$ cat config.mk
export PLATFORM = sky130hd
export DESIGN_NAME = game_state_sequencer
export DESIGN_NICKNAME = d
export VERILOG_FILES = /design/src/rtl/game_state_sequencer.sv
export SDC_FILE = /design/constraint.sdc
export NUM_CORES = 1
export LEC_CHECK = 0
export CAP_MARGIN = 20
export CORE_MARGIN = 8
export CORE_UTILIZATION = 46
export CTS_BUF_LIST = sky130_fd_sc_hd__clkbuf_16
export CTS_CLUSTER_SIZE = 25
export DETAILED_ROUTE_END_ITERATION = 16
export PLACE_DENSITY = 0.87
export SETUP_SLACK_MARGIN = 0.3
export SLEW_MARGIN = 20
export SYNTH_ARGS = -nofsm -noshare
export SYNTH_HDL_FRONTEND = slang
export SYNTH_SLANG_ARGS = --single-unit
$ cat constraint.sdc
create_clock -name Clk -period 6.5 [get_ports Clk]
set_clock_uncertainty 0.1 [all_clocks]
set_input_delay 1.625 -clock Clk [delete_from_list [all_inputs] [get_ports Clk]]
set_output_delay 1.625 -clock Clk [all_outputs]
set_load 0.02 [all_outputs]
$ cat src/rtl/game_state_sequencer.sv
// Hardware side of a game round: command-edge decode, phase FSM driven by the frame tick, round timer.
// Optional feature: define GAME_STATE_SEQ_ADD_TIME_EN to enable the ADD_TIME bonus command.
module game_state_sequencer #(
  parameter int unsigned FRAMES_PER_SEC    = 60,
  parameter int unsigned DEFAULT_ROUND_SEC = 60
) (
  input  logic        Clk,
  input  logic        Reset_h,
  input  logic [31:0] Game_state_in,
  input  logic        Frame_tick,
  output logic [2:0]  Phase,
  output logic [1:0]  Countdown,
  output logic [7:0]  Time_left,
  output logic        Time_up,
  output logic [31:0] Status_word
);

  // state      | meaning
  // PH_TITLE   | idle title screen, waiting for START
  // PH_COUNTDOWN | 3..1 countdown, one digit per second step
  // PH_PLAY    | round running, Time_left counts down
  // PH_PAUSED  | round frozen, frame_cnt and Time_left held
  // PH_OVER    | round finished, waiting for IDLE
  typedef enum logic [2:0] {
    PH_TITLE     = 3'd0,
    PH_COUNTDOWN = 3'd1,
    PH_PLAY      = 3'd2,
    PH_PAUSED    = 3'd3,
    PH_OVER      = 3'd4
  } phase_e;

  localparam logic [2:0] CMD_IDLE     = 3'd0;
  localparam logic [2:0] CMD_START    = 3'd1;
  localparam logic [2:0] CMD_PAUSE    = 3'd2;
  localparam logic [2:0] CMD_RESUME   = 3'd3;
  localparam logic [2:0] CMD_ABORT    = 3'd4;
  localparam logic [2:0] CMD_ADD_TIME = 3'd5;

  localparam logic [7:0] FPS_LAST = 8'(FRAMES_PER_SEC - 1);
  localparam logic [7:0] DEF_SEC  = 8'(DEFAULT_ROUND_SEC);

  phase_e      phase_q, phase_d;
  logic [1:0]  countdown_q, countdown_d;
  logic [7:0]  time_left_q, time_left_d;
  logic [7:0]  frame_cnt_q, frame_cnt_d;
  logic        time_up_q, time_up_d;
  logic [2:0]  cmd_prev_q, cmd_prev_d;

  logic [2:0]  cmd;
  logic [7:0]  round_len;
  logic        cmd_chg;
  logic        tick_ok;
  logic        sec_step;

  assign cmd       = Game_state_in[2:0];
  assign round_len = Game_state_in[15:8];

`ifdef GAME_STATE_SEQ_ADD_TIME_EN
  logic [8:0] add_sum;
  assign add_sum = {1'b0, time_left_q} + {1'b0, Game_state_in[23:16]};
  logic unused_bits;
  assign unused_bits = ^{Game_state_in[31:24], Game_state_in[7:3]};
`else
  logic unused_bits;
  assign unused_bits = ^{Game_state_in[31:16], Game_state_in[7:3], CMD_ADD_TIME};
`endif

  always_comb begin
    phase_d     = phase_q;
    countdown_d = countdown_q;
    time_left_d = time_left_q;
    frame_cnt_d = frame_cnt_q;
    time_up_d   = 1'b0;
    cmd_prev_d  = cmd;

    cmd_chg  = (cmd != cmd_prev_q);
    // a command change swallows a coincident tick
    tick_ok  = Frame_tick && !cmd_chg &&
               ((phase_q == PH_COUNTDOWN) || (phase_q == PH_PLAY));
    sec_step = tick_ok && (frame_cnt_q == FPS_LAST);

    if (cmd_chg) begin
      if ((cmd == CMD_ABORT) && (phase_q != PH_TITLE)) begin
        phase_d     = PH_TITLE;
        countdown_d = 2'd0;
        time_left_d = 8'd0;
        frame_cnt_d = 8'd0;
      end else begin
        unique case (phase_q)
          PH_TITLE: if (cmd == CMD_START) begin
            phase_d     = PH_COUNTDOWN;
            countdown_d = 2'd3;
            frame_cnt_d = 8'd0;
            time_left_d = (round_len == 8'd0) ? DEF_SEC : round_len;
          end
          PH_PLAY: begin
            if (cmd == CMD_PAUSE) phase_d = PH_PAUSED;
`ifdef GAME_STATE_SEQ_ADD_TIME_EN
            if (cmd == CMD_ADD_TIME) time_left_d = add_sum[8] ? 8'hFF : add_sum[7:0];
`endif
          end
          PH_PAUSED: begin
            if (cmd == CMD_RESUME) phase_d = PH_PLAY;
`ifdef GAME_STATE_SEQ_ADD_TIME_EN
            if (cmd == CMD_ADD_TIME) time_left_d = add_sum[8] ? 8'hFF : add_sum[7:0];
`endif
          end
          PH_OVER: if (cmd == CMD_IDLE) phase_d = PH_TITLE;
          default: ;
        endcase
      end
    end else if (tick_ok) begin
      frame_cnt_d = sec_step ? 8'd0 : frame_cnt_q + 8'd1;
      if (sec_step) begin
        if (phase_q == PH_COUNTDOWN) begin
          if (countdown_q > 2'd1) begin
            countdown_d = countdown_q - 2'd1;
          end else begin
            countdown_d = 2'd0;
            phase_d     = PH_PLAY;
          end
        end else if (time_left_q != 8'd0) begin
          time_left_d = time_left_q - 8'd1;
          if (time_left_q == 8'd1) begin
            phase_d   = PH_OVER;
            time_up_d = 1'b1;
          end
        end
      end
    end
  end

  always_ff @(posedge Clk) begin
    if (Reset_h) begin
      phase_q     <= PH_TITLE;
      countdown_q <= 2'd0;
      time_left_q <= 8'd0;
      frame_cnt_q <= 8'd0;
      time_up_q   <= 1'b0;
      cmd_prev_q  <= 3'd0;
    end else begin
      phase_q     <= phase_d;
      countdown_q <= countdown_d;
      time_left_q <= time_left_d;
      frame_cnt_q <= frame_cnt_d;
      time_up_q   <= time_up_d;
      cmd_prev_q  <= cmd_prev_d;
    end
  end

  assign Phase       = phase_q;
  assign Countdown   = countdown_q;
  assign Time_left   = time_left_q;
  assign Time_up     = time_up_q;
  assign Status_word = {16'd0, time_left_q, 3'd0, countdown_q, phase_q};

endmodule

# [Word-level counts from Yosys, hierarchy flattened]
# Index checks and enable logic that the tools add are counted.
[totals] ff_bits=25 latch_bits=0 ram_bits=0 romBits=0 output_inout_bits=46 wordCells=92 mem_count=0
[op_classes] addsub=3 multipliers=0 div=0 order_cmp=1 eq_ne=20 shift=0 muxes=37 n_bitwise=3 n_reduce_logical=22
[ops] op="two-way mux 8 bit" count=15
[ops] op="two-way mux 3 bit" count=12
[ops] op="two-way mux 2 bit" count=8
[ops] op="== test 3 x 2 -> 1 bit (second input constant)" count=4
[ops] op="!= test 4 bit (second input constant)" count=3
[ops] op="one-hot mux 3 bit (4 select lines)" count=1
[ops] op="AND reduction 10 bit" count=1
[ops] op="nonzero test 3 bit" count=3
[ops] op="adder 8 x 1 -> 8 bit (second input constant)" count=1
[ops] op="== test 8 x 1 -> 1 bit (second input constant)" count=1
[ops] op="== test 8 x 6 -> 1 bit (second input constant)" count=1
[ops] op="zero test 8 bit" count=1
[ops] op="nonzero test 2 bit" count=4
[ops] op="nonzero test 8 bit" count=1
[ops] op="subtractor 8 x 1 -> 8 bit (second input constant)" count=1
[ops] op="== test 3 x 1 -> 1 bit (second input constant)" count=2
[ops] op="== test 3 bit (second input constant)" count=2
[ops] op="zero test 3 bit" count=2
[ops] op="!= test 3 x 1 -> 1 bit (second input constant)" count=2
[ops] op="!= test 6 x 1 -> 1 bit (second input constant)" count=1
[ops] op="AND reduction 6 bit" count=1
[ops] op="OR reduction 6 bit" count=1
[ops] op="AND reduction 5 bit" count=1
[ops] op="logical AND 1 bit" count=4
[ops] op="11 further kinds" count=13

# [Logic depth before layout (Yosys ltp)]
# Gate-level depths: netlist of run 1.
[logic_depth] word_depth=8 ltp_mapped=8 ltp_nobuf=7

# [Worst setup path before layout of run 1]
# Ideal clock, no wire load.
[synth_timing] path_kind="input -> register" from="in Game_state_in[0]" to="reg frame_cnt_q[6]" setup_ps=70 arrival_time_ps=3110 path_slack_ps=3220 cell_stages=7 path_cell_list="buf_2 > or3b_4 > mux2i_1 > mux2i_1 > buf_4 > or3_1 > a21oi_1"
[synth_between] elab_chain_len=8 elab_cells_between_ends=16 classes_between="5 x eq/ne; 4 x mux; 7 x reduce/logical"
[synth_lines] element="start, declared" line="9" text="input logic [31:0] Game_state_in,"
[synth_lines] element="!= test 3 bit" line="76" text="cmd_chg = (cmd != cmd_prev_q);"
[synth_lines] element="zero test 1 bit" line="78" text="tick_ok = Frame_tick && !cmd_chg &&"
[synth_lines] element="logical AND 1 bit (2 in series)" line="78"
[synth_lines] element="logical AND 1 bit" line="80" text="sec_step = tick_ok && (frame_cnt_q == FPS_LAST);"
[synth_lines] element="two-way mux 8 bit" line="113" text="frame_cnt_d = sec_step ? 8'd0 : frame_cnt_q + 8'd1;"
[synth_lines] element="two-way mux 8 bit" line="112" text="end else if (tick_ok) begin"
[synth_lines] element="two-way mux 8 bit" line="82" text="if (cmd_chg) begin"
[synth_lines] element="end signal, assigned" line="145" text="frame_cnt_q <= frame_cnt_d;"
[synth_lines] element="end, declared" line="45" text="logic [7:0] frame_cnt_q, frame_cnt_d;"
# Parallel ways exist; a longest one is shown, timed or not. The select of a mux whose other input is x is not followed.
# A chain may end at the register's enable or synchronous reset.

# [Worst setup path after layout of run 1]
[layout_timing] from="in Game_state_in[0]" to="reg frame_cnt_q[4]"
# The elaborated chain is that of the path after synthesis.

==> metrics.md, run 1 <==
| Metric | Value |
|---|---|
| Status | completed |
| CTS Root Cell | clkbuf_16 |
| WL/cell | 15.4 µm |
| Worst r2r path cells | 5 |
| Vias in the first global route | 1630 |
| Fin crit share | 0.629 |
| Core area | 3940 µm² |
| Slowest Stage Delay on Critical Path | 880 ps |
| Multi-input gate area | 1090 µm² |
| Grt ovf | 0 |
| Max FO, Critical Path | 14 |
| Final min period | 4090 ps |
| Clock group share of total power | 0.304 |
| CTS Buf Count | 3 |
| Placed cells | 292 |
| Switching power total | 0.000158 W |
| Worst R2R Setup Slack | ~4100 ps |
| Crit start category | primary input |
| Critical Path RT | about 6600 ps |
| Synth top area cells | dfxtp_1, buf_4, a21oi_1 |
| Crit path cell chain | clkdlybuf4s50_1 -> xnor2_1 -> nand3_1 -> mux2i_1 -> o21ai_0 -> a21oi_1 |
| Die area | 6310 µm² |
| I/O Buffers | 40 |
| ANT cells | 0 |
| Number of flops mapped to enable cells by yosys | 0 |
| Worst-path clk slew | 60 ps |
| Seq cells post-synth | 25 |
| Clock latency on the worst-skew pair | approximately 260 ps |
| Maximum clock rate | 245 MHz |
| Synth area leader | dfxtp_1 |
| Sequential share of the synthesized area | 0.270 |
| Synth warnings | 0 |
| Pwr per Cell Area | 216 nW/µm² |
| HPWL Detailed | 3.38 mm |
| Initial Util | 0.469 |
| CP Capture Type | flip-flop |
| Final Cell Area | 2170 µm² |
| Synth cell types | 53 |
| Hold Vio Cnt, Final | 0 |
| Setup TNS | 0 ps |
| CP max stage cell | mux2i_1 |
| Final std cells w/o fill | roughly 300 |
| Iter 0 DRT Violations | 188 |
| Flop pwr share | 0.373 |
| Max_cap viols | 0 |
| Synth Instances | about 230 |
| # rows | 23 |
| GRT Total Usage | 0.139 |
| R2r startpoint | Phase[1]$_SDFFE_PP0P_ |
| Sink Count | 25 |
| Synth top area share | 0.270 |
| Detail Route Antenna Nets | 0 |
| Initial antenna violation count | 0 |
| RD Place Congestion | 0.820 |
| Syn avg cell area | 8.15 µm² |
| WS Path Type | primary input to flip-flop |
| Syn-to-layout area delta | 17.1% |
| FF-to-FF End | frame_cnt_q[7]$_SDFFE_PP0P_ |
| Vias | 1739 |
| Storage cell area | between 500 and 600 µm² |
| Synth top cells by count | buf_4, dfxtp_1, a21oi_1, nor3_1, nor2_1 |
| Final #Nets | 285 |
| Cell family with most CP delay | multiplexers |
| Clk buf depth | 2 |
| Synth async-reset ratio | 0 |
| First-pass GRT wire length | 7.20 mm |
| Worst hold stages | 2 |
| Overall power | 0.000469 W |
| RSZ-0062 raised after global routing | false |
| Share of layout cells above drive strength 1 | 0.0488 |
| Crit path buf inv count | 1 |
| Ys flop type | dfxtp_1 |
| WL final | 4.55 mm |
| Leak | 0.778 nW |
| # setup viols final | 0 |
| Worst slew pin tran | 1070 ps |
| Die W | 79.4 µm |
| Critical Path AT | 4180 ps |
| TritonCTS clock tree | built |
| Cell Area, Synth | 1850 µm² |
| H-Tree Depth | 1 |
| Die Y | 79.4 µm |
| Placed cell area | 2080 µm² |
| Hold Crit Start | frame_cnt_q[7]$_SDFFE_PP0P_ |
| Largest net degree at the start of global routing | 18 |
| First-pass iteration count of the detailed router | 4 |
| Min Hold Slack | ~390 ps |
| Drt drc | 0 |
| Fillers | 372 |
| Count leader, synth | buf_4 |
| IR drop worst, VDD | approximately 0.10 mV |
| Vias per cell | between 5 and 6 |
| Max Slew Vio Count | 0 |
| Ports | just over 80 |
| Int Pwr | 0.000310 W |
| Sink of the worst hold path | frame_cnt_q[7]$_SDFFE_PP0P_ |
| Post-cts gate resize count | 0 |
| Cts hold-fix bufs | 0 |
| Post-CTS setup buffer count | 0 |
| Switching part of the total | 0.338 |
| Relative slew slack | 0.287 |
| Power share of the combinational group | 0.323 |
| Worst hold path type | flip-flop to flip-flop |
==> worst max-delay path by stage <==
stage                     startpoint                           to  slack (ps)  depth (start not counted)
global route        Game_state_in[0]  frame_cnt_q[6]$_SDFFE_PP0P_        2100                          6
floorplan           Game_state_in[0]  frame_cnt_q[6]$_SDFFE_PP0P_        3220                          7
finish              Game_state_in[0]  frame_cnt_q[4]$_SDFFE_PP0P_        2410                          6
global placement    Game_state_in[1]  frame_cnt_q[1]$_SDFFE_PP0P_        2210                          6
CTS                 Game_state_in[0]  frame_cnt_q[4]$_SDFFE_PP0P_        2400                          6
detailed placement  Game_state_in[0]  frame_cnt_q[4]$_SDFFE_PP0P_        2150                          6
==> stage by stage <==
stage               worst slack (ps)  utilization
floorplan                       3220            -
global placement                2210        0.529
detailed placement              2150        0.529
CTS                             2400        0.550
global route                    2100        0.550
finish                          2410        0.550
==> registers in the layout, indices dropped and copies added (netlist names) <==
signal and count:
Time_left 8, frame_cnt_q 8, Phase 3, cmd_prev_q 3, Countdown 2, Time_up 1
==> cell type report <==
cell class                      instances  area share
Multi-Input combinational cell        169       0.502
Sequential cell                        25       0.231
Timing Repair Buffer                   41       0.188
Clock buffer                            3      0.0346
Tap cell                               50      0.0289
Inverter                                7      0.0121
Clock inverter                          1     0.00346
==> placed cells by master (no fill, tap or decap), drive strengths merged, types with 4 or more instances in the layout <==
cell type      synthesis  layout
clkdlybuf4s50          0      40
dfxtp                 25      25
a21oi                 19      19
conb                   1      19
nor3                  14      14
nor2                  11      11
nand2                  9       9
inv                    7       7
o21ai                  7       7
xor2                   5       5
xnor2                  5       5
nand3                  5       5
o32ai                  5       5
or3                    5       5
or3b                   5       5
nor4b                  4       4
nand3b                 4       4
nor4                   4       4
==> worst register-to-register path: cells and delay by family (launching register included) <==
kind                      cells  cell delay, ps
xor gates and xnor gates      1             180
and+or+nand+nor               2             930
AOI/OAI and AO/OA             1             140
DFF                           1             640
muxes                         1             370
==> power by group through the flow <==
stage	clock network [W]	logic (W)	registers, W
finish	0.000142	0.000151	0.000175
global route	0.000150	0.000163	0.000176
CTS	0.000144	0.000150	0.000175
detailed placement	0	0.000149	0.000178
global placement	0	0.000146	0.000178
floorplan	0	0.000115	0.000181
==> per-layer routing <==
layer	global-route usage	share of wire	up-vias
met2	0.231	0.48	93
met1	0.163	0.40	802
met5	0	0	-
met3	0.0327	0.10	11
met4	0.0667	0.016	0
li1	-	-	833
==> logic make-up (layout without fill, tap and decap cells) <==
group,after synthesis,in the layout,synth area share
AO/OA/AOI/OAI,54,54,0.198
AND/OR/NAND/NOR,79,79,0.261
flip-flops,25,25,0.270
multiplexers,4,4,0.0223
adder cells (fa/ha/maj),3,3,0.0203
buffers and inverters,51,52,0.178
other,1,19,0.00203
XOR/XNOR,10,10,0.0473
Power figures use the tool's default switching activity.
==> inputs of run 2 (changes only) <==
--- a/config.mk
+++ b/config.mk
@@ -7,11 +7,11 @@
 export LEC_CHECK = 0
 export CAP_MARGIN = 20
 export CORE_MARGIN = 8
-export CORE_UTILIZATION = 46
+export CORE_UTILIZATION = 38
 export CTS_BUF_LIST = sky130_fd_sc_hd__clkbuf_16
 export CTS_CLUSTER_SIZE = 25
 export DETAILED_ROUTE_END_ITERATION = 16
-export PLACE_DENSITY = 0.87
+export PLACE_DENSITY = 0.76
 export SETUP_SLACK_MARGIN = 0.3
 export SLEW_MARGIN = 20
 export SYNTH_ARGS = -nofsm -noshare
==> constraint.sdc (replaced) <==
create_clock -name Clk -period 3.5 [get_ports Clk]
set_clock_uncertainty 0.1 [all_clocks]
set_input_delay 0.875 -clock Clk [delete_from_list [all_inputs] [get_ports Clk]]
set_output_delay 0.875 -clock Clk [all_outputs]
set_load 0.02 [all_outputs]
==> metrics.md, run 2 (synthesis results as in run 1) <==
| Metric | Value |
|---|---|
| Status | completed |
| Worst hold stages | 2 |
| Sink of the worst hold path | frame_cnt_q[5]$_SDFFE_PP0P_ |
| I/O Buffers | 40 |
| RSZ-0062 raised after global routing | false |
| Syn-to-layout area delta | 21.0% |
| CTS Buf Count | 3 |
| Largest net degree at the start of global routing | 18 |
| WS Path Type | primary input to flip-flop |
| Die W | 85.8 µm |
| Initial Util | 0.392 |
| Clock latency on the worst-skew pair | 260 ps |
| Worst R2R Setup Slack | 1230 ps |
| Share of layout cells above drive strength 1 | 0.0751 |
| Die Y | 85.8 µm |
| Commonest non-fill, non-tap cell in the layout | clkdlybuf4s50_1 |
| IR drop worst, VDD | 0.214 mV |
| CTS Root Cell | clkbuf_16 |
| Core Util, Final | 0.474 |
| Leak | 0.816 nW |
| HPWL Detailed | 3.43 mm |
| Relative slew slack | 0.497 |
| H-Tree Depth | 1 |
| WL/cell | 14.1 µm |
| Setup TNS | 0 ps |
| # rows | 25 |
| Cts hold-fix bufs | 0 |
| Iter 0 DRT Violations | around 150 |
| # setup viols final | 0 |
| Vias in the first global route | 1593 |
| Place WS | 301 ps |
| Detail Route Antenna Nets | 0 |
| Vias per cell | ~5.4 |
| Placed cells | 316 |
| Max FO, Critical Path | 9 |
| TritonCTS clock tree | built |
| WL final | 4.50 mm |
| Critical Path AT | 3000 ps |
| Worst Setup SP | Game_state_in[0] |
| Worst slew pin tran | about 750 ps |
| Final std cells w/o fill | 320 |
| FF-to-FF End | Time_left[4]$_SDFFE_PP0P_ |
| Hold Vio Cnt, Final | 0 |
| Clk buf depth | 2 |
| Vias | 1715 |
| R2r startpoint | Time_left[4]$_SDFFE_PP0P_ |
| Pwr per Cell Area | 387 nW/µm² |
| Final #Nets | 292 |
| Core area | 4720 µm² |
| Worst-path clk slew | ~70 ps |
| GRT Total Usage | 0.123 |
| First-pass GRT wire length | 7.42 mm |
| Critical Path RT | between 3000 and 4000 ps |
| Commonest non-fill, non-tap cells in the layout | clkdlybuf4s50_1, dfxtp_1, a21oi_1, conb_1, nor3_1 |
| Initial antenna violation count | 0 |
| Worst r2r path cells | 5 |
| Max_cap viols | 0 |
| Hold Crit Start | frame_cnt_q[5]$_SDFFE_PP0P_ |
| Max Slew Vio Count | 0 |
| Worst hold path type | flip-flop to flip-flop |
| Sink Count | 25 |
| Grt ovf | 0 |
| Crit start category | primary input |
| Overall power | just under 0.0009 W |
| Final min period | 2910 ps |
| Drt drc | 0 |
| First-pass iteration count of the detailed router | 4 |
| Maximum clock rate | 343 MHz |
| RD Place Congestion | between 0.8 and 0.9 |
| Fin crit share | 0.833 |
| CP Capture Type | flip-flop |
| ANT cells | 0 |
| Ports | 81 |
| Post-CTS setup buffer count | 0 |
| Final worst slack | 586 ps |
| Post-cts gate resize count | 0 |
| Die area | about 7400 µm² |
-- run 2: per-stage QoR --
| step | instance area, µm² | hold slack [ps] |
|---|---|---|
| after floorplan | 1920 | 348 |
| after detailed placement | 2160 | 370 |
| after CTS | 2240 | 383 |
| final | 2240 | 381 |
| after global placement | 2160 | 360 |
| after global routing | 2240 | 408 |
-- run 2: worst max-delay path: stages --
cell             delay (ps)
clkdlybuf4s50_1         580
or3b_1                  380
mux2i_1                 230
mux2i_1                 240
buf_4                   230
or3_1                   340
a21oi_1                 140
-- run 2: final cells by class --
| cell class | instances | area [µm²] |
|---|---|---|
| fillers | 439 | 2480 |
| multi-input cells | 169 | 1090 |
| flip-flops and latches | 25 | 500 |
| repair buffers | 48 | 460 |
| well taps | 67 | 83.8 |
| clock buffers | 3 | 75.1 |
| inverters | 7 | 26.3 |
| clock inverters | 1 | 5.00 |
-- run 2: worst max path at each step --
stage	to	slack, ps
6_report	frame_cnt_q[6]$_SDFFE_PP0P_	590
5_1_grt	frame_cnt_q[6]$_SDFFE_PP0P_	420
4_1_cts	frame_cnt_q[6]$_SDFFE_PP0P_	570
3_5_place_dp	frame_cnt_q[6]$_SDFFE_PP0P_	300
3_3_place_gp	frame_cnt_q[6]$_SDFFE_PP0P_	340
2_1_floorplan	frame_cnt_q[6]$_SDFFE_PP0P_	970
-- run 2: layer usage --
layer,up-vias,global-route usage,share of wire
met5,-,0,0
met2,60,0.201,0.47
met4,0,0.0398,0.0049
met1,807,0.151,0.45
met3,2,0.0363,0.075
li1,846,-,-
-- run 2: power by group --
part / switching [W] / internal [W] / leakage (nW)
Combinational: 0.000158 / 0.000127 / 0.572
Sequential: 0.0000253 / 0.000300 / 0.203
Clock: 0.000102 / 0.000154 / 0.0409
